--- config.mk ---
export PLATFORM = sky130hd
export DESIGN_NAME = bcd_frame_receiver
export DESIGN_NICKNAME = d
export VERILOG_FILES = /design/src/rtl/bcd_rx_pkg.sv /design/src/rtl/write_strobe_detect.sv /design/src/rtl/bcd_frame_receiver.sv
export SDC_FILE = /design/constraint.sdc
export NUM_CORES = 1
export LEC_CHECK = 0
export CORE_MARGIN = 2
export CORE_UTILIZATION = 50
export CTS_BUF_LIST = sky130_fd_sc_hd__clkbuf_2
export CTS_CLUSTER_SIZE = 12
export DETAILED_ROUTE_END_ITERATION = 16
export GPL_ROUTABILITY_DRIVEN = 0
export PLACE_DENSITY_LB_ADDON = 0.08
export SLEW_MARGIN = 30
export SYNTH_ARGS = -nofsm -noshare
export SYNTH_HDL_FRONTEND = slang
export SYNTH_SLANG_ARGS = --single-unit
--- constraint.sdc ---
create_clock -name clk_i -period 2.7 [get_ports clk_i]
set_clock_uncertainty 0.2 [all_clocks]
set_input_delay 0.54 -clock clk_i [delete_from_list [all_inputs] [get_ports clk_i]]
set_output_delay 0.54 -clock clk_i [all_outputs]
set_load 0.03 [all_outputs]
--- src/rtl/bcd_rx_pkg.sv ---
// Shared types and constants for the BCD display link receiver.
package bcd_rx_pkg;

  localparam int BYTE_W = 8;

  localparam logic RS_CMD  = 1'b1;
  localparam logic RS_DATA = 1'b0;

  typedef enum logic [1:0] {
    IDLE    = 2'd0,
    COLLECT = 2'd1,
    HOLD    = 2'd2
  } rx_state_t;

endpackage

--- src/rtl/write_strobe_detect.sv ---
// Turns a level write strobe into a one-cycle pulse on its rising edge.
module write_strobe_detect (
  input  logic clk_i,
  input  logic rst_i,
  input  logic we_i,
  output logic wr_o
);

  logic we_d;
  logic we_q;

  always_comb begin
    we_d = we_i;
  end

  // The strobe is tracked through reset, so a strobe held across release
  // is not seen as a new write.
  always_ff @(posedge clk_i) begin
    we_q <= we_d;
  end

  assign wr_o = we_i & ~we_q & ~rst_i;

endmodule

--- src/rtl/bcd_frame_receiver.sv ---
// Rebuilds a command-prefixed, MSB-first byte frame from the BCD write link.
//   state   | meaning
//   IDLE    | waiting for a command byte, ready_o high
//   COLLECT | command taken, shifting in data bytes
//   HOLD    | full frame presented, waiting for frame_ack_i
module bcd_frame_receiver
  import bcd_rx_pkg::*;
#(
  parameter int BYTES = 3
) (
  input  logic                    clk_i,
  input  logic                    rst_i,
  input  logic                    we_i,
  input  logic                    reg_sel_i,
  input  logic [BYTE_W-1:0]       data_i,
  input  logic                    frame_ack_i,
  input  logic                    err_clr_i,
  output logic [BYTE_W*BYTES-1:0] frame_o,
  output logic                    frame_valid_o,
  output logic [BYTE_W-1:0]       cmd_o,
  output logic                    cmd_valid_o,
  output logic                    ready_o,
  output logic                    err_o
);

  localparam int FRAME_W = BYTE_W * BYTES;
  localparam int CNT_W   = $clog2(BYTES);
  localparam logic [CNT_W-1:0] CNT_LAST = CNT_W'(BYTES - 1);

  logic wr;
  logic cmd_wr;
  logic data_wr;

  rx_state_t            state_d, state_q;
  logic [CNT_W-1:0]     cnt_d, cnt_q;
  logic [FRAME_W-1:0]   frame_d, frame_q;
  logic [BYTE_W-1:0]    cmd_d, cmd_q;
  logic                 cmd_valid_d, cmd_valid_q;
  logic                 frame_valid_d, frame_valid_q;
  logic                 ready_d, ready_q;
  logic                 err_d, err_q;
  logic                 err_set;

  write_strobe_detect u_wsd (
    .clk_i (clk_i),
    .rst_i (rst_i),
    .we_i  (we_i),
    .wr_o  (wr)
  );

  assign cmd_wr  = wr & (reg_sel_i == RS_CMD);
  assign data_wr = wr & (reg_sel_i == RS_DATA);

  always_comb begin
    state_d     = state_q;
    cnt_d       = cnt_q;
    frame_d     = frame_q;
    cmd_d       = cmd_q;
    cmd_valid_d = 1'b0;
    err_set     = 1'b0;

    unique case (state_q)
      IDLE: begin
        if (cmd_wr) begin
          cmd_d       = data_i;
          cmd_valid_d = 1'b1;
          cnt_d       = '0;
          frame_d     = '0;
          state_d     = COLLECT;
        end else if (data_wr) begin
          err_set = 1'b1;
        end
      end
      COLLECT: begin
        if (data_wr) begin
          frame_d = {frame_q[FRAME_W-BYTE_W-1:0], data_i};
          if (cnt_q == CNT_LAST) state_d = HOLD;
          else                   cnt_d   = cnt_q + 1'b1;
        end else if (cmd_wr) begin
          // A new command abandons the partial frame and restarts collection.
          err_set     = 1'b1;
          cmd_d       = data_i;
          cmd_valid_d = 1'b1;
          cnt_d       = '0;
          frame_d     = '0;
        end
      end
      HOLD: begin
        if (data_wr) err_set = 1'b1;
        if (frame_ack_i) begin
          if (cmd_wr) begin
            cmd_d       = data_i;
            cmd_valid_d = 1'b1;
            cnt_d       = '0;
            frame_d     = '0;
            state_d     = COLLECT;
          end else begin
            state_d = IDLE;
          end
        end else if (cmd_wr) begin
          err_set = 1'b1;
        end
      end
      default: state_d = IDLE;
    endcase

    err_d = err_q;
    if (err_clr_i) err_d = 1'b0;
    if (err_set)   err_d = 1'b1;

    frame_valid_d = (state_d == HOLD);
    ready_d       = (state_d == IDLE);
  end

  always_ff @(posedge clk_i) begin
    if (rst_i) begin
      state_q       <= IDLE;
      cnt_q         <= '0;
      frame_q       <= '0;
      cmd_q         <= '0;
      cmd_valid_q   <= 1'b0;
      frame_valid_q <= 1'b0;
      ready_q       <= 1'b0;
      err_q         <= 1'b0;
    end else begin
      state_q       <= state_d;
      cnt_q         <= cnt_d;
      frame_q       <= frame_d;
      cmd_q         <= cmd_d;
      cmd_valid_q   <= cmd_valid_d;
      frame_valid_q <= frame_valid_d;
      ready_q       <= ready_d;
      err_q         <= err_d;
    end
  end

  assign frame_o       = frame_q;
  assign frame_valid_o = frame_valid_q;
  assign cmd_o         = cmd_q;
  assign cmd_valid_o   = cmd_valid_q;
  assign ready_o       = ready_q;
  assign err_o         = err_q;

endmodule

==> flow_results.org, run 1 <==
** Run status
- The run finished with clean final reports.

** Hold path
- Min-delay worst type :: reg -> reg

** Power
- Of the total power, the share spent switching nets is 0.215.
- IR analysis of the VDD net gives a maximum drop of 0.000551 V.
- The internal power of the cells totals 0.897 mW.
- Dividing total power by cell area gives a power density of 544 nW/um^2.
- Switching power of the nets :: 0.246 mW
- Power share of the sequential group :: 0.539
- Of the total power, combinational logic draws 0.067.
- Share of total power in the clock network :: 0.393
- Leakage power of the design :: 0.806 nW

** Finish
- Layout Nets :: 218
- Most common cell after layout, fill and taps aside :: sky130_fd_sc_hd__clkdlybuf4s50_1
- Diodes inserted :: 0
- Highest-count cells in the layout ignoring fill and taps :: sky130_fd_sc_hd__clkdlybuf4s50_1, sky130_fd_sc_hd__dfxtp_1, sky130_fd_sc_hd__nor2_1
- Compared with the post-synthesis result, the final layout area differs by 42.7%.
- Final Util :: 0.755
- In the final layout, the share of cells above drive strength 1 is 0.0686.
- Design area :: 2100 sq um

** Clocking
- Hold repair after CTS inserted 0 buffers.
- Clock-pin slew reported for the worst setup and hold paths after clock tree synthesis :: 0.21 ns
- Post-CTS repair changed the size of 0 cells.
- Maximum level of the CTS H-tree :: 2
- Clock tree synthesis selected as its root buffer the cell sky130_fd_sc_hd__clkbuf_2.
- TritonCTS built the clock tree.
- Clk sink count :: 41
- Worst-skew pair later-pin latency :: 0.40 ns
- CTS Buf Count :: 5
- Buffers from clock root to sink, at most :: 2
- Post-CTS setup buffer count :: 0

** Worst setup path
- Crit path max fanout :: 26
- In this run the worst setup path terminates at frame_o[17]$_SDFFE_PP0P_.
- STA classifies the critical path endpoint as a register.
- Endpoint arrival time on the critical path :: 2.40 ns
- The startpoint identified for the worst register-to-register timing path is u_wsd.we_q$_DFF_P_.
- The worst setup path is of the in -> reg kind.
- For the worst setup path, the data required time is 2.81 ns.
- Startpoint class of the critical path :: primary input
- Critical path launch point :: we_i
- Depth of the most critical reg-to-reg path :: 4
- In this run the critical register-to-register path is captured at frame_o[17]$_SDFFE_PP0P_.
- The setup check on the worst reg-to-reg path leaves a slack of 0.69 ns.

** Global routing
- In the global route stage, met1 resource usage came out at 0.244.
- The first global-routing pass estimated 5.80 mm of wire.
- In the global route stage, met3 resource usage came out at 0.0580.
- Aggregate global-route resource usage :: 0.225
- Entering global routing, the biggest net connects 40 pins.
- The via count of the first global-routing pass was 1356.
- Summed over all layers, the global routing overflow is 0.
- The number of antenna violations at the first check in global routing is 0.
- Peak-usage layer in the global routing report :: met2
- In the global route stage, met2 resource usage came out at 0.401.

** Route
- In the final routed layout, each cell accounts on average for 15.0 um.
- Pre-antenna DRT Iters :: 4
- After detailed routing, the number of remaining DRC violations is 0.
- Total vias in the final route :: 1291
- Summed over all layers, the routed wires come to 3.53 mm.
- Using the TritonRoute via totals, the vias-per-cell ratio works out to 5.49.
- Remaining antenna violation count after routing :: 0
- Iteration-0 DRC count of the detailed router :: 52

** Timing
- Fmax achieved :: 0.437 GHz
- Slew @ Worst Pin :: 0.736 ns
- Worst slew margin relative to its limit :: 0.509
- Setup violations remaining at the end of the flow were counted as 0.
- Final number of max-transition violations :: 0
- Count of final hold-check violations :: 0
- Of the available clock period, the critical path in the final layout requires 0.848.
- Min setup slack post-route :: 0.410 ns
- The smallest clock period supported by the final layout is computed as 2.29 ns.
- WHS :: 0.290 ns
- Setup repair after global routing left no endpoint under its margin.

** Floorplanning
- In this run the horizontal extent of the chip is 58.3 um.
- The region available for standard cell placement spans 2780 sq um.
- In this run the vertical extent of the chip is 58.3 um.
- The die covers 3400 sq um.
- 50 I/O pins were placed.
- Initial core utilization :: 0.529
- Row generation in the floorplan step produced 19 rows.

** Yosys
- Synthesized area per cell :: 9.63 sq um
- Sequential share of the synthesized area :: 0.557
- After synthesis, the share of flip-flops with an asynchronous set or reset is 0.
- Total standard cell area after synthesis :: 1470 sq um
- Yosys mapped a number of flops with a built-in enable equal to 0.
- Main combinational cell family by area after synthesis :: compound AO/OA/AOI/OAI gates
- Post-synthesis xor/xnor area fraction :: 0
- Post-Syn Nets :: 168
- Dominant register cell in the synthesized netlist :: sky130_fd_sc_hd__dfxtp_1
- Number of cells produced by synthesis :: 153
- The portion of synthesized area spent on multiplexers is 0.0544.
- Yosys printed 0 warnings.
- The compound-gate portion of the synthesized area was 0.178.
- Of the total synthesized cell area, the portion taken by AND, OR, NAND and NOR gates is 0.157.
- Count of unique library cells instantiated by Yosys :: 25
- Synth Register Bits :: 41
- Post-synthesis adder-cell area fraction :: 0.00850

** Job
- Max Cap Viol :: 0

** Place
- During placement, the flow inserted port buffers numbering 49.
- DP HPWL :: 2.34 mm
- In this run the cell area measured after placement is 2010 sq um.
- At the placement stage, the worst setup path has a slack of -0.0319 ns.
## how the worst min path moves through the flow
stage	from	to	slack, ns	cells after the start
CTS	err_o$_SDFFE_PP0P_	err_o$_SDFFE_PP0P_	0.29	2
global placement	err_o$_SDFFE_PP0P_	err_o$_SDFFE_PP0P_	0.26	2
finish	err_o$_SDFFE_PP0P_	err_o$_SDFFE_PP0P_	0.29	2
detailed placement	err_o$_SDFFE_PP0P_	err_o$_SDFFE_PP0P_	0.27	2
global route	err_o$_SDFFE_PP0P_	err_o$_SDFFE_PP0P_	0.32	2
floorplan	cnt_q[1]$_SDFFE_PP0P_	cnt_q[1]$_SDFFE_PP0P_	0.26	2
## cell usage after synthesis, drive strengths merged (4+ instances only)
| cell | count | area (sq um) |
|---|---|---|
| dfxtp | 41 | 821 |
| nor2 | 37 | 139 |
| a22oi | 24 | 180 |
| mux2i | 8 | 80.1 |
| clkbuf | 6 | 22.5 |
| nand2 | 6 | 22.5 |
| a21oi | 4 | 20.0 |
| buf | 4 | 28.8 |
| inv | 4 | 15.0 |
## per-stage QoR
stage | TNS [ns] | power (mW) | cells
4_1_cts | 0 | 1.15 | 235
6_report | 0 | 1.14 | 235
3_5_place_dp | -0.0599 | 0.705 | 227
2_1_floorplan | 0 | 0.663 | 153
5_1_grt | 0 | 1.18 | 235
3_3_place_gp | 0 | 0.701 | 227
## worst max-delay path, stage by stage
cell and delay [ns]:
sky130_fd_sc_hd__clkdlybuf4s50_1 0.49, sky130_fd_sc_hd__nor3b_1 0.53, sky130_fd_sc_hd__o221ai_4 0.46, sky130_fd_sc_hd__a22oi_1 0.30, sky130_fd_sc_hd__nor2_1 0.07
## power by group through the flow
| stage | Clock [mW] | Combinational, mW | Sequential, mW |
|---|---|---|---|
| 2_1_floorplan | 0 | 0.0254 | 0.638 |
| 3_3_place_gp | 0 | 0.0732 | 0.628 |
| 3_5_place_dp | 0 | 0.0766 | 0.629 |
| 4_1_cts | 0.454 | 0.0770 | 0.617 |
| 5_1_grt | 0.479 | 0.0821 | 0.618 |
| 6_report | 0.449 | 0.0768 | 0.616 |
## cell families (layout without fill, tap and decap cells)
kind of cell,after synthesis,after routing
adders and majority gates,1,1
DFF,41,41
AOI/OAI and AO/OA,36,36
muxes,8,8
and+or+nand+nor,53,53
buffers and inverters,14,65
## sequential cells by signal (all words and copies together) (netlist names)
| register | count |
|---|---|
| state_q | 2 |
| u_wsd.we_q | 1 |
| ready_o | 1 |
| frame_o | 24 |
| frame_valid_o | 1 |
| err_o | 1 |
| cnt_q | 2 |
| cmd_o | 8 |
| cmd_valid_o | 1 |
## cell type report
| type | instances | area (sq um) |
|---|---|---|
| clock buffer | 5 | 25.0 |
| multi-input combinational | 98 | 603 |
| timing repair buffer | 53 | 533 |
| sequential | 41 | 821 |
| tap | 31 | 38.8 |
| fill | 205 | 681 |
| clock inverter | 3 | 65.1 |
| inverter | 4 | 15.0 |
## layer usage
layer | wire (um) | up-vias
li1 | - | 629
met1 | 1470 | 621
met2 | 1840 | 37
met3 | 180 | 4
met4 | 43 | 0
met5 | 0 | -
No activity file was read; power rests on OpenSTA's default activity.
==> run 2, diff against run 1 <==
- CORE_UTILIZATION: 50 -> 46
- clock period: 2.7 -> 2.4 ns (I/O delays scaled with it)
==> run 2 against run 1 <==
  * Register-to-register slack got worse by 0.06 ns
  * First-iteration DRC count is 12% lower
  * Worst hold slack improved by 0.00090 ns
  * Utilization fell by 7.1 points
  * Count of clock-buffer cells in the layout unchanged
  * Sequential cell count stayed put
  * Via count barely moved
  * Cell area shrank 0.60%
  * Sequential share of layout area up 0.23 points
  * Die area increased by 8.1%
  * Largest cell class unchanged
  * Highest routed layer unchanged
==> flow_results.org, run 2 (synthesis results as in run 1) <==
** Global routing
- Global-route wire length before repair :: 4.94 mm (-15%)
- The pin count of the biggest net entering global routing came to 27 (-33%).
- The via count of the first global-routing pass is 1176 (-13%).
- Number of antenna violations at the first check in global routing :: 0 (unchanged)
- Aggregate global routing overflow :: 0 (unchanged)
- The overall global routing resource usage came to 0.186 (-0.0391).

** Finish
- Layout Nets :: 222 (+1.8%)
- Number of flip-flops under the largest register name :: 24 (unchanged)
- The count of antenna diodes in the layout was 0 (unchanged).
- Highest-count cells in the layout ignoring fill and taps :: sky130_fd_sc_hd__clkdlybuf4s50_1, sky130_fd_sc_hd__dfxtp_1, sky130_fd_sc_hd__nor2_1
- Layout-stage area growth over the synthesis result :: 41.8%
- Most common cell after layout, fill and taps aside :: sky130_fd_sc_hd__clkdlybuf4s50_1
- The fraction of final layout cells with drive strength greater than 1 came to 0.0817 (+0.0131).

** Place
- Number of port buffers :: 49 (unchanged)
- DP HPWL :: 2.33 mm (-0.43%)

** Timing
- Setup repair after global routing missed its margin :: no
- The number of max-slew violations in the final report is 0 (unchanged).
- Worst slew margin relative to its limit :: 0.779 (+0.270)
- Count of final hold-check violations :: 0 (unchanged)
- Period Utilization, post-route :: 0.912
- The final-report setup violation count is 0 (unchanged).
- The hold slack is 0.291 ns (+0.000903 ns).
- The slew at the pin closest to its max-slew limit was 0.330 ns (-0.406 ns).
- Based on the critical path, the design can be clocked at up to 0.457 GHz.
- The routed design could run at a clock period as short as 2.19 ns.

** Power
- The total power of the final layout was 1.07 mW (-6.6%).
- The sequential cell fraction of total power came to 0.649 (+0.110).
- Peak VDD IR :: 0.000350 V (-36%)
- Combinational share of power :: 0.081 (+0.014)
- The static leakage is 0.802 nW (-0.51%).
- The internal power of the cells was 0.800 mW (-11%).
- The power density over cell area was 511 nW/um^2 (-6.1%).
- Share of total power in the clock network :: 0.269 (-0.124)
- Fraction of power spent switching nets :: 0.250 (+0.0348)
- The switching power came to 0.267 mW (+8.5%).

** Floorplanning
- Overall die height :: 60.6 um (+4.0%)
- The die area came to 3670 sq um (+8.1%).
- The standard-cell row count is 20 (+1).
- The horizontal die dimension came to 60.6 um (+4.0%).
- The boundary pin count came to 50 (unchanged).
- Initial core utilization :: 0.482 (-0.0471)
- Core Box Area :: 3050 sq um (+9.8%)

** Worst setup path
- Cell chain of the critical path :: clkdlybuf4s50_1
- The most critical setup path has its startpoint at frame_o[4]$_SDFFE_PP0P_.
- The worst register-to-register path begins at u_wsd.we_q$_DFF_P_.
- Kind of critical path :: reg -> out
- Required time at the worst-slack endpoint :: 1.72 ns (-1.09 ns)
- The highest cell delay on the worst timing path was 0.69 ns (+0.16 ns).
- Endpoint arrival time on the critical path :: 1.51 ns (-0.89 ns)
- The worst-path maximum fanout was 3 (-88%).
- Capturing element type of the critical path :: output port
- Depth of the most critical reg-to-reg path :: 5 (+1)
- Startpoint class of the critical path :: register
- The critical path buffer and inverter count came to 1 (unchanged).
- The cell depth of the worst setup path is 1 (-4).
- The worst-case register-to-register setup slack was 0.63 ns (-0.06 ns).
- The kind of cell with the highest combined delay along the critical path is buffers and inverters.
- Critical path's slowest cell :: sky130_fd_sc_hd__clkdlybuf4s50_1
- Following the worst setup path forward leads to its endpoint at frame_o[4].
- The worst register-to-register path ends at cnt_q[1]$_SDFFE_PP0P_.

** Clocking
- The number of H-tree levels came to 2 (unchanged).
- Post-CTS resize count :: 0 (unchanged)
- Clock-pin slew reported for the worst setup and hold paths after clock tree synthesis :: 0.21 ns (about the same)
- The sink count of the clock tree came to 41 (unchanged).
- CTS Buf Count :: 5 (unchanged)
- The tree is rooted in a sky130_fd_sc_hd__clkbuf_2.
- TritonCTS built the clock tree.
- The worst-case clock buffer depth was 2 (unchanged).
- Worst-skew pair later-pin latency :: 0.40 ns (about the same)
- Hold_buf cts :: 0 (unchanged)
- The post-CTS repair timing setup buffer count is 0 (unchanged).

** Route
- Detailed-route vias per instance :: 5.13 (-6.7%)
- Total vias in the final route :: 1292 (+0.077%)
- The iteration count of the initial detailed-routing pass was 4 (unchanged).
- Remaining antenna violation count after routing :: 0 (unchanged)
- The starting DRC count in detailed routing was 46 (-12%).
- The DRC violation count after routing is 0 (unchanged).
- The total routed wirelength is 3.28 mm (-7.1%).
- The detail-routed net length per standard cell is 13.0 um (-13%).

** Job
- The number of maximum-capacitance violations was 0 (unchanged).

** Run status
- Outcome :: finished, final reports clean

** Hold path
- The worst hold path belongs to the class reg -> reg.
- The depth of the worst hold-timing path came to 2 (unchanged).
==> run 2: cell types whose count changed in the layout (fill, tap and decap cells not counted), sizes merged <==
cell	previous run	this run
clkinv	1	3
bufinv	2	0
buf	4	8
==> run 2: metrics by stage <==
step	util	setup WS (ns)	instance area, sq um	setup TNS (ns)	std cells
3_5_place_dp	0.670	-0.000357	2050	-0.000357	244
5_1_grt	0.684	0.123	2090	0	252
6_report	0.684	0.211	2090	0	252
4_1_cts	0.684	0.173	2090	0	252
2_1_floorplan	-	0.600	1470	0	153
3_3_place_gp	0.670	0.0639	2050	0	244
==> run 2: layer usage <==
metal	GRT usage	vias up	wire, um	share of wire
li1	-	638	-	-
met1	0.208	615	1410	0.43
met2	0.321	31	1650	0.50
met3	0.0469	8	142	0.043
met4	0.102	0	73	0.022
met5	0	-	0	0
==> run 2: power by group through the flow <==
| stage | sequential [mW] | clock, mW | combinational (mW) |
|---|---|---|---|
| after floorplan | 0.717 | 0 | 0.0285 |
| after global placement | 0.706 | 0 | 0.0853 |
| after detailed placement | 0.707 | 0 | 0.0864 |
| after CTS | 0.693 | 0.302 | 0.0868 |
| after global routing | 0.695 | 0.331 | 0.0923 |
| final | 0.693 | 0.287 | 0.0868 |
==> run 2: how the worst min path moves through the flow <==
stage,startpoint,endpoint,slack [ns]
floorplan,cnt_q[1]$_SDFFE_PP0P_,cnt_q[1]$_SDFFE_PP0P_,0.26
global placement,err_o$_SDFFE_PP0P_,err_o$_SDFFE_PP0P_,0.27
detailed placement,err_o$_SDFFE_PP0P_,err_o$_SDFFE_PP0P_,0.27
CTS,err_o$_SDFFE_PP0P_,err_o$_SDFFE_PP0P_,0.30
global route,err_o$_SDFFE_PP0P_,err_o$_SDFFE_PP0P_,0.32
finish,err_o$_SDFFE_PP0P_,err_o$_SDFFE_PP0P_,0.29
==> run 2: layout make-up <==
| cell class | instances | area, sq um |
|---|---|---|
| Multi-Input combinational cell | 98 | 592 |
| Tap cell | 44 | 55.1 |
| Clock buffer | 5 | 25.0 |
| Sequential cell | 41 | 821 |
| Fill cell | 260 | 965 |
| Inverter | 4 | 15.0 |
| Timing Repair Buffer | 57 | 563 |
| Clock inverter | 3 | 17.5 |
==> run 3, diff against run 2 <==
- CORE_UTILIZATION: 46 -> 35
- CTS_BUF_LIST: sky130_fd_sc_hd__clkbuf_2 -> sky130_fd_sc_hd__clkbuf_8 sky130_fd_sc_hd__clkbuf_16
- SLEW_MARGIN: 30 -> 20
==> run 3 against run 2 <==
  * Sequential share of layout area decreased by 0.60 points
  * Largest cell class unchanged
  * Critical path depth increased by 5
  * Count of clock-buffer cells in the layout is the same
  * Die area up 29%
  * Sequential cell count unchanged
  * Global-route usage shrank 2.8 points
  * Utilization down 16 points
  * Largest power group unchanged
  * First-iteration DRC count shrank 6.5%
==> flow_results.org, run 3 (synthesis results as in run 1) <==
** Run status
- Outcome :: finished, final reports clean

** Place
- The number of buffer cells added on primary ports is 49 (unchanged).
- DP HPWL :: 2.38 mm (+1.8%)
- Placed instance count :: 248 (+1.6%)

** Clocking
- The sink count of the clock tree came to 41 (unchanged).
- The post-CTS repair timing setup buffer count came to 0 (unchanged).
- Maximum level of the CTS H-tree :: 2 (unchanged)
- CTS Buf Count :: 5 (unchanged)
- The number of hold-repair buffers added at the cts stage was 0 (unchanged).
- The clock-pin slew of the registers on the worst-case setup and hold paths is 0.07 ns (-0.14 ns).
- Cell at the root of the clock tree :: sky130_fd_sc_hd__clkbuf_8
- Buffers from clock root to sink, at most :: 2 (unchanged)
- Worst-skew pair later-pin latency :: 0.28 ns (-0.12 ns)
- TritonCTS clock tree :: built
- The count of cells resized by post-cts repair came to 0 (unchanged).

** Power
- The switching share of power was 0.226 (-0.0244).
- The maximum vdd ir drop is 0.000298 V (-15%).
- Switching power of the nets :: 0.270 mW (+1.1%)
- The internal power of the cells was 0.926 mW (+16%).
- Power per unit of standard cell area :: 564 nW/um^2 (+10%)
- Leakage power of the design :: 0.811 nW (+1.1%)
- Power share of the sequential group :: 0.578 (-0.071)
- The clock group share of total power was 0.350 (+0.081).
- Combinational share of power :: 0.072 (-0.009)

** Floorplanning
- The standard-cell row count came to 23 (+15%).
- Overall die height :: 68.9 um (+14%)
- Initial core utilization :: 0.366 (-0.117)
- Core Box Area :: 4030 sq um (+32%)
- Die area :: 4740 sq um (+29%)
- Width of the chip :: 68.9 um (+14%)
- The boundary pin count was 50 (unchanged).

** Global routing
- Global-route wire length before repair :: 5.41 mm (+9.5%)
- The number of antenna violations at the first check in global routing is 0 (unchanged).
- The pin count of the biggest net entering global routing is 29 (+7.4%).
- The overall global routing resource usage came to 0.158 (-0.0280).
- Via count of the first global-routing pass :: 1203 (+2.3%)
- The sum of overflow across all layers after global routing was 0 (unchanged).

** Timing
- Setup repair after global routing left no endpoint under its margin.
- The hold slack was 0.282 ns (-0.00829 ns).
- Setup-failing EPs final :: 0 (unchanged)
- The slew at the pin closest to its max-slew limit came to 0.322 ns (-0.00811 ns).
- The final period demand of the worst path was 2.11 ns (-0.0761 ns).
- The final period utilization was 0.880 (-0.0317).
- Fmax achieved :: 0.473 GHz (+3.6%)
- Count of final hold-check violations :: 0 (unchanged)
- Final number of max-transition violations :: 0 (unchanged)
- Worst slew margin relative to its limit :: 0.785 (+0.00542)

** Route
- Pre-antenna DRT Iters :: 5 (+1)
- The starting DRC count in detailed routing was 43 (-6.5%).
- The total routed wirelength was 3.46 mm (+5.4%).
- DRC violation count after routing :: 0 (unchanged)
- Remaining antenna violation count after routing :: 0 (unchanged)
- Post-detailed-route wirelength per cell :: 13.5 um (+3.8%)
- Detailed-route vias per instance :: 4.92 (-4.1%)
- The via total after detailed routing was 1259 (-2.6%).

** Worst setup path
- Startpoint class of the critical path :: primary input
- Endpoint arrival time on the critical path :: 2.13 ns (+0.62 ns)
- Critical path launch point :: we_i
- Startpoint of the lowest-slack register-to-register path :: u_wsd.we_q$_DFF_P_
- The highest cell delay on the worst timing path came to 0.48 ns (-0.21 ns).
- The critical path buffer and inverter count is 2 (+1).
- The kind of cell with the highest combined delay along the critical path is simple AND/OR/NAND/NOR gates.
- The critical path in this run is classified as in -> reg.
- Crit path max fanout :: 28 (+25)
- The required time reported for the critical path endpoint was 2.42 ns (+0.70 ns).
- Capturing element type of the critical path :: register
- For this design, the slowest cell found on the critical path is sky130_fd_sc_hd__clkdlybuf4s50_1.
- Cell chain of the critical path :: clkdlybuf4s50_1, or3b_1, nor3_4, buf_12, nand3_1, a31oi_1

** Finish
- The final-layout fill cell count is 384 (+48%).
- Diodes inserted :: 0 (unchanged)
- Leaving out fill and tap cells, the most frequent cells in the layout are sky130_fd_sc_hd__clkdlybuf4s50_1, sky130_fd_sc_hd__dfxtp_1, sky130_fd_sc_hd__nor2_1.
- The net total in the final layout came to 220 (-0.90%).
- Relative to the synthesized area, the layout overhead comes to 44.0%.
- The flip-flop count of the largest register after layout was 24 (unchanged).
- Total area of multi-input combinational cells :: 592 sq um (unchanged)
- The number of cells in the finished layout apart from fillers was 256 (+1.6%).
- The fraction of final layout cells with drive strength greater than 1 came to 0.0728 (-0.00892).
- Most common cell after layout, fill and taps aside :: sky130_fd_sc_hd__clkdlybuf4s50_1
- The sequential standard cell area came to 821 sq um (unchanged).

** Job
- Max Cap Viol :: 0 (unchanged)

** Hold path
- Hold path startpoint :: err_o$_SDFFE_PP0P_
- The worst hold path belongs to the class reg -> reg.
run 3: changes by cell type in the layout (fill, tap and decap cells not counted):
cell,previous run,this run
sky130_fd_sc_hd__clkinv_2,1,2
sky130_fd_sc_hd__clkbuf_8,0,5
sky130_fd_sc_hd__clkbuf_2,5,0
sky130_fd_sc_hd__inv_1,4,5
sky130_fd_sc_hd__buf_4,7,5
sky130_fd_sc_hd__clkinv_4,1,0
sky130_fd_sc_hd__clkinv_1,1,0
run 3: area by class of cell:
cell class / instances / share of cell area
Sequential cell: 41 / 0.387
Multi-Input combinational cell: 98 / 0.279
Tap cell: 50 / 0.0295
Timing Repair Buffer: 55 / 0.258
Clock buffer: 5 / 0.0324
Clock inverter: 3 / 0.00649
Inverter: 4 / 0.00708
run 3: through the flow:
stage	power (mW)	TNS (ns)	area [sq um]	utilization	worst slack [ns]
finish	1.20	0	2120	0.526	0.287
global route	1.25	0	2120	0.526	0.243
CTS	1.21	0	2120	0.526	0.284
detailed placement	0.793	-0.0224	2040	0.506	-0.0224
global placement	0.792	0	2040	0.506	0.0675
floorplan	0.746	0	1470	-	0.600
run 3: per-layer routing:
layer	global-route usage	wire length, um
met5	0	0
met4	0.0588	55
met3	0.0617	166
met2	0.251	1700
met1	0.192	1530
run 3: power groups by stage:
stage / sequential [mW] / clock, mW / combinational [mW]
5_1_grt: 0.692 / 0.469 / 0.0930
6_report: 0.691 / 0.418 / 0.0861
3_3_place_gp: 0.706 / 0 / 0.0856
3_5_place_dp: 0.707 / 0 / 0.0864
4_1_cts: 0.691 / 0.435 / 0.0868
2_1_floorplan: 0.717 / 0 / 0.0285
run 3: path summary, 6_finish.rpt:
kind	to	slack [ns]	depth (start not counted)
hold / removal	err_o$_SDFFE_PP0P_	0.28	2
setup reg to reg	cnt_q[1]$_SDFFE_PP0P_	0.64	5
hold reg to reg	err_o$_SDFFE_PP0P_	0.28	2
setup / recovery	cnt_q[1]$_SDFFE_PP0P_	0.29	6
run 3: worst reg2reg max path, cell delays in order (launching register included):
cell and delay (ns):
sky130_fd_sc_hd__dfxtp_1 0.31, sky130_fd_sc_hd__or3b_1 0.44, sky130_fd_sc_hd__nor3_4 0.25, sky130_fd_sc_hd__buf_12 0.20
sky130_fd_sc_hd__nand3_1 0.11, sky130_fd_sc_hd__a31oi_1 0.17
